--- config.mk ---
export PLATFORM = sky130hd
export DESIGN_NAME = bcd_seq_add_ctrl
export DESIGN_NICKNAME = d
export VERILOG_FILES = /design/src/rtl/bcd_pkg.sv /design/src/rtl/bcd_digit_add.sv /design/src/rtl/bcd_seq_add_ctrl.sv
export SDC_FILE = /design/constraint.sdc
export NUM_CORES = 1
export LEC_CHECK = 0
export CAP_MARGIN = 15
export CORE_MARGIN = 5
export CORE_UTILIZATION = 30
export DETAILED_ROUTE_END_ITERATION = 12
export HOLD_SLACK_MARGIN = 0.05
export PLACE_DENSITY_LB_ADDON = 0.25
export SYNTH_ARGS = -nofsm -noshare
export SYNTH_HDL_FRONTEND = slang
export SYNTH_HIERARCHICAL = 1
export SYNTH_SLANG_ARGS = --single-unit
--- constraint.sdc ---
create_clock -name clk -period 6.7 [get_ports clk]
set_clock_uncertainty 0.05 [all_clocks]
set_input_delay 1.005 -clock clk [delete_from_list [all_inputs] [get_ports clk]]
set_output_delay 1.005 -clock clk [all_outputs]
set_load 0.02 [all_outputs]
--- src/rtl/bcd_pkg.sv ---
// Shared types and constants for the serial BCD adder.
package bcd_pkg;

  typedef enum logic [1:0] {
    ST_IDLE = 2'd0,
    ST_RUN  = 2'd1,
    ST_DONE = 2'd2
  } bcd_state_e;

  localparam logic [3:0] BCD_MAX  = 4'd9;
  localparam logic [3:0] BCD_CORR = 4'd6;

endpackage

--- src/rtl/bcd_digit_add.sv ---
// Single-digit combinational BCD adder with decimal-correct carry and invalid-digit flag.
// Latency: combinational; no flow control.
module bcd_digit_add
  import bcd_pkg::*;
(
  input  logic [3:0] a,
  input  logic [3:0] b,
  input  logic       ci,
  output logic [3:0] s,
  output logic       co,
  output logic       inv
);

  logic [4:0] bin_sum;
  logic       gt9;

  always_comb begin
    bin_sum = {1'b0, a} + {1'b0, b} + {4'b0, ci};
    gt9     = bin_sum[4] | (bin_sum[3] & bin_sum[2]) | (bin_sum[3] & bin_sum[1]);
    s       = gt9 ? (bin_sum[3:0] + BCD_CORR) : bin_sum[3:0];
    co      = gt9;
    inv     = (a > BCD_MAX) | (b > BCD_MAX);
  end

endmodule

--- src/rtl/bcd_seq_add_ctrl.sv ---
// Serial NDIG-digit BCD adder, one digit per clock LSD first; done NDIG+1 cycles after start.
// No backpressure: start is only sampled in IDLE/DONE and ignored while busy.
module bcd_seq_add_ctrl
  import bcd_pkg::*;
#(
  parameter int NDIG = 8
) (
  input  logic              clk,
  input  logic              rst_n,
  input  logic              start,
  input  logic [4*NDIG-1:0] a,
  input  logic [4*NDIG-1:0] b,
  input  logic              cin,
  output logic              busy,
  output logic              done,
  output logic [4*NDIG-1:0] sum,
  output logic              cout,
  output logic              err
);

  localparam int IW = $clog2(NDIG);
  localparam logic [IW-1:0] LAST_IDX = IW'(NDIG - 1);

  bcd_state_e        state_q, state_d;
  logic [IW-1:0]     idx_q, idx_d;
  logic [4*NDIG-1:0] a_q, a_d;
  logic [4*NDIG-1:0] b_q, b_d;
  logic [4*NDIG-1:0] sum_q, sum_d;
  logic              carry_q, carry_d;
  logic              cout_q, cout_d;
  logic              err_q, err_d;
  logic              busy_q, busy_d;
  logic              done_q, done_d;

  logic [3:0] dig_s;
  logic       dig_co;
  logic       dig_inv;

  // Operand registers shift right, so the adder always sees digit 0.
  bcd_digit_add u_digit (
    .a   (a_q[3:0]),
    .b   (b_q[3:0]),
    .ci  (carry_q),
    .s   (dig_s),
    .co  (dig_co),
    .inv (dig_inv)
  );

  always_comb begin
    state_d = state_q;
    idx_d   = idx_q;
    a_d     = a_q;
    b_d     = b_q;
    sum_d   = sum_q;
    carry_d = carry_q;
    cout_d  = cout_q;
    err_d   = err_q;
    case (state_q)
      ST_IDLE, ST_DONE: begin
        state_d = ST_IDLE;
        if (start) begin
          state_d = ST_RUN;
          a_d     = a;
          b_d     = b;
          carry_d = cin;
          idx_d   = '0;
          sum_d   = '0;
          err_d   = 1'b0;
        end
      end
      ST_RUN: begin
        sum_d[4*int'(idx_q) +: 4] = dig_s;
        carry_d = dig_co;
        err_d   = err_q | dig_inv;
        a_d     = {4'b0, a_q[4*NDIG-1:4]};
        b_d     = {4'b0, b_q[4*NDIG-1:4]};
        idx_d   = idx_q + 1'b1;
        if (idx_q == LAST_IDX) begin
          state_d = ST_DONE;
          cout_d  = dig_co;
        end
      end
      default: state_d = ST_IDLE;
    endcase
    busy_d = (state_d == ST_RUN);
    done_d = (state_d == ST_DONE);
  end

  always_ff @(posedge clk or negedge rst_n) begin
    if (!rst_n) begin
      state_q <= ST_IDLE;
      idx_q   <= '0;
      a_q     <= '0;
      b_q     <= '0;
      sum_q   <= '0;
      carry_q <= 1'b0;
      cout_q  <= 1'b0;
      err_q   <= 1'b0;
      busy_q  <= 1'b0;
      done_q  <= 1'b0;
    end else begin
      state_q <= state_d;
      idx_q   <= idx_d;
      a_q     <= a_d;
      b_q     <= b_d;
      sum_q   <= sum_d;
      carry_q <= carry_d;
      cout_q  <= cout_d;
      err_q   <= err_d;
      busy_q  <= busy_d;
      done_q  <= done_d;
    end
  end

  assign busy = busy_q;
  assign done = done_q;
  assign sum  = sum_q;
  assign cout = cout_q;
  assign err  = err_q;

endmodule

==> results.py <==
metrics = {
    "status": {
        "status": "finished, final reports clean",
    },
    "floorplanning": {
        "placementRows": 46,
        "floorplan.die.width_um": 137,
        "floorplan.core_area_sq_um": 15900,
        "floorplan.die.height_um": 137,
        "ios": 104,
        "design.die.area_sq_um": 18900,
        "start_util_pct": 30.6,
    },
    "global_routing": {
        "grt_antenna_before_repair": 0,
        "globalRouteTotalUtil_pct": 13.5,
        "gr-total-overflow": 0,
        "grt_first_pass_wirelength_mm": 20.2,
        "grt_start_max_net_pins": 93,
        "number_of_global_route_vias_before_repair": 3955,
    },
    "clock_network": {
        "cts.htree.levels": 3,
        "worst_skew_pair.late_latency_ns": 0.35,
        "cts-root-buf": "clkbuf_16",
        "cts_made_buffers": 9,
        "cts_max_path_buffers": 2,
        "cts.sink_count": 106,
        "cts_tree": "done",
        "cts.hold.buffers_added": 0,
        "worst_setup_hold_path_clk_slew_ns": 0.07,
        "cts_setup_buffers": 0,
        "cts.repair.resized": 0,
    },
    "cells_and_area": {
        "layout.cells.most_common": "dfrtp_1",
        "multi_input_area_sq_um": 2010,
        "final_area_sq_um": 6320,
        "finish.net_count": 641,
        "sequential_cell_area_sq_um": 2650,
        "final_cell_count_no_fill": 783,
        "commonest_cells_after_routing_fill_and_taps_aside": "dfrtp_1 (106), clkdlybuf4s50_1 (102), nor2_1 (62)",
        "drive_gt1_share_pct": 5.11,
        "n_fill_cell": 1573,
        "diodes": 0,
        "flow.area_growth_from_synthesis_pct": 29.6,
        "post-route-util_pct": 39.6,
    },
    "power": {
        "vdd_drop_max_uv": 237,
        "power.density_cell_area_nw_per_um2": 526,
        "fin_total_pwr_mw": 3.32,
        "leakage_nw": 2.81,
    },
    "sta": {
        "number_of_pins_with_negative_max_slew_slack_in_the_final_report": 0,
        "timing.hold.ws_ns": 0.457,
        "maxClockFrequency_mhz": 346,
        "total_neg_setup_slack_ns": 0,
        "max_slew.worst_pin.slew_ns": 1.02,
        "finalSetupViolations": 0,
        "grt_setup_unrepaired": "no",
        "finalHoldViolCount": 0,
        "final.period_utilization_pct": 43.1,
        "slew-limit-headroom_pct": 32.3,
        "worst_slack_ns": 3.81,
        "finalCriticalPeriod_ns": 2.89,
    },
    "drt": {
        "num_vias": 3839,
        "routedWlPerCell_um": 15.9,
        "drt_iter0_markers": 176,
        "wl_mm": 12.5,
        "route.detailed.vias_per_inst": 4.90,
        "remaining_drc_errors": 0,
        "drt_pre_antenna_iters": 4,
        "postRouteAntennaNets": 0,
    },
    "yosys": {
        "synth.avg_cell_area_sq_um": 10.2,
        "ys_ff_latch": 106,
        "synthesis.instances": 478,
        "syn-cell-area_sq_um": 4880,
        "yosysSeqAreaShare_pct": 54.4,
        "synth_flop_type": "dfrtp_1",
        "async_reset_ff_share_pct": 100,
        "synth_nets": 557,
        "ys_warn_count": 6,
        "number_of_enable_flip_flop_cells_after_synthesis": 0,
        "post_synth_num_cell_types": 43,
    },
    "placed_design": {
        "dpl-instance-area_sq_um": 6040,
        "placedCellCount": 767,
        "place.detailed.hpwl_mm": 8.39,
        "post-place-ws_ns": 3.60,
        "finalWeightedCongestion": 0.803,
        "numPortBuffers": 103,
    },
    "critical_path": {
        "crit_required_ns": 6.91,
        "arrival_time_of_data_at_the_critical_path_endpoint_ns": 3.10,
        "critical_path_class": "flop to flop",
        "startpoint_type": "flop",
        "worstPathMaxFanout": 7,
        "setup.worst_path.end_class": "flop",
    },
    "job": {
        "max_cap_viol_count": 0,
    },
    "hold_path": {
        "hold_path.class": "flop to flop",
    },
}
## final cells by class
class	instances	share of cell area (%)
clock buffer	13	3.96
clock inverter	3	0.396
inverter	15	0.891
multi-input combinational	323	31.7
sequential	106	42.0
tap	216	4.28
timing repair buffer	107	16.8
## flip-flops by register name, indices dropped and copies added, names as in the netlist
register  count
b_q          32
state_q       2
err           1
carry_q       1
sum          32
done          1
a_q          32
cout          1
busy          1
idx_q         3
## worst max-delay path, stage by stage, from the launching register on
cell and delay [ns]:
dfrtp_1 0.34, inv_1 0.06, fa_1 0.50, fa_1 0.66, inv_1 0.09, a211oi_1 0.22
a31oi_1 0.06, o221ai_1 0.42, nand2b_1 0.22, mux2i_1 0.17
## power breakdown
group	total (mW)	switching (mW)	internal (mW)	leakage, nW
clock network	0.495	0.231	0.264	0.130
logic	1.74	1.03	0.714	1.36
registers	1.08	0.168	0.912	1.32
total	3.32	1.43	1.89	2.81
## cell usage after synthesis, types with 2 or more instances
cell type  instances  share of area (%)
dfrtp_1          106                 54
nor2_1            62                4.8
nor3_1            58                6.0
o22ai_1           57                7.3
nand2_1           39                3.0
mux2i_1           34                7.0
buf_2             28                2.9
inv_1             15                1.2
a22o_1            11                2.0
ha_1               9                2.3
nand2b_1           7               0.90
o21ai_0            5               0.51
nand4_1            4               0.51
a21o_1             3               0.46
a21oi_1            3               0.31
nand3_1            3               0.31
nor3b_1            3               0.46
a31oi_1            2               0.26
buf_4              2               0.31
clkbuf_1           2               0.15
fa_1               2               0.82
nor2b_1            2               0.26
## routing by layer
layer  global-route usage [%]  wire (um)  vias up
li1                         -          -     1864
met1                     18.7       5940     1849
met2                     20.6       5580      120
met3                     4.75        882        6
met4                     2.77         81        0
met5                        0          0        -
## cells by family after synthesis
family | Yosys count | share of synthesized area (%)
AO/OA/AOI/OAI | 85 | 11.5
XOR/XNOR | 1 | 0.180
flip-flops | 106 | 54.4
multiplexers | 35 | 7.21
buffers and inverters | 49 | 4.82
adder cells (fa/ha/maj) | 11 | 3.13
AND/OR/NAND/NOR | 191 | 18.7
## final timing paths
kind	from	end	slack [ns]	depth (start not counted)
min	b_q[5]$_DFFE_PN0P_	b_q[5]$_DFFE_PN0P_	0.46	2
min in group asynchronous	rst_n	sum[17]$_DFFE_PN0P_	0.62	1
max in group asynchronous	rst_n	b_q[11]$_DFFE_PN0P_	4.79	2
max	a_q[0]$_DFFE_PN0P_	sum[5]$_DFFE_PN0P_	3.81	9
max reg2reg	a_q[0]$_DFFE_PN0P_	sum[5]$_DFFE_PN0P_	3.81	9
min reg2reg	b_q[5]$_DFFE_PN0P_	b_q[5]$_DFFE_PN0P_	0.46	2
No activity file was read; power rests on OpenSTA's default activity.
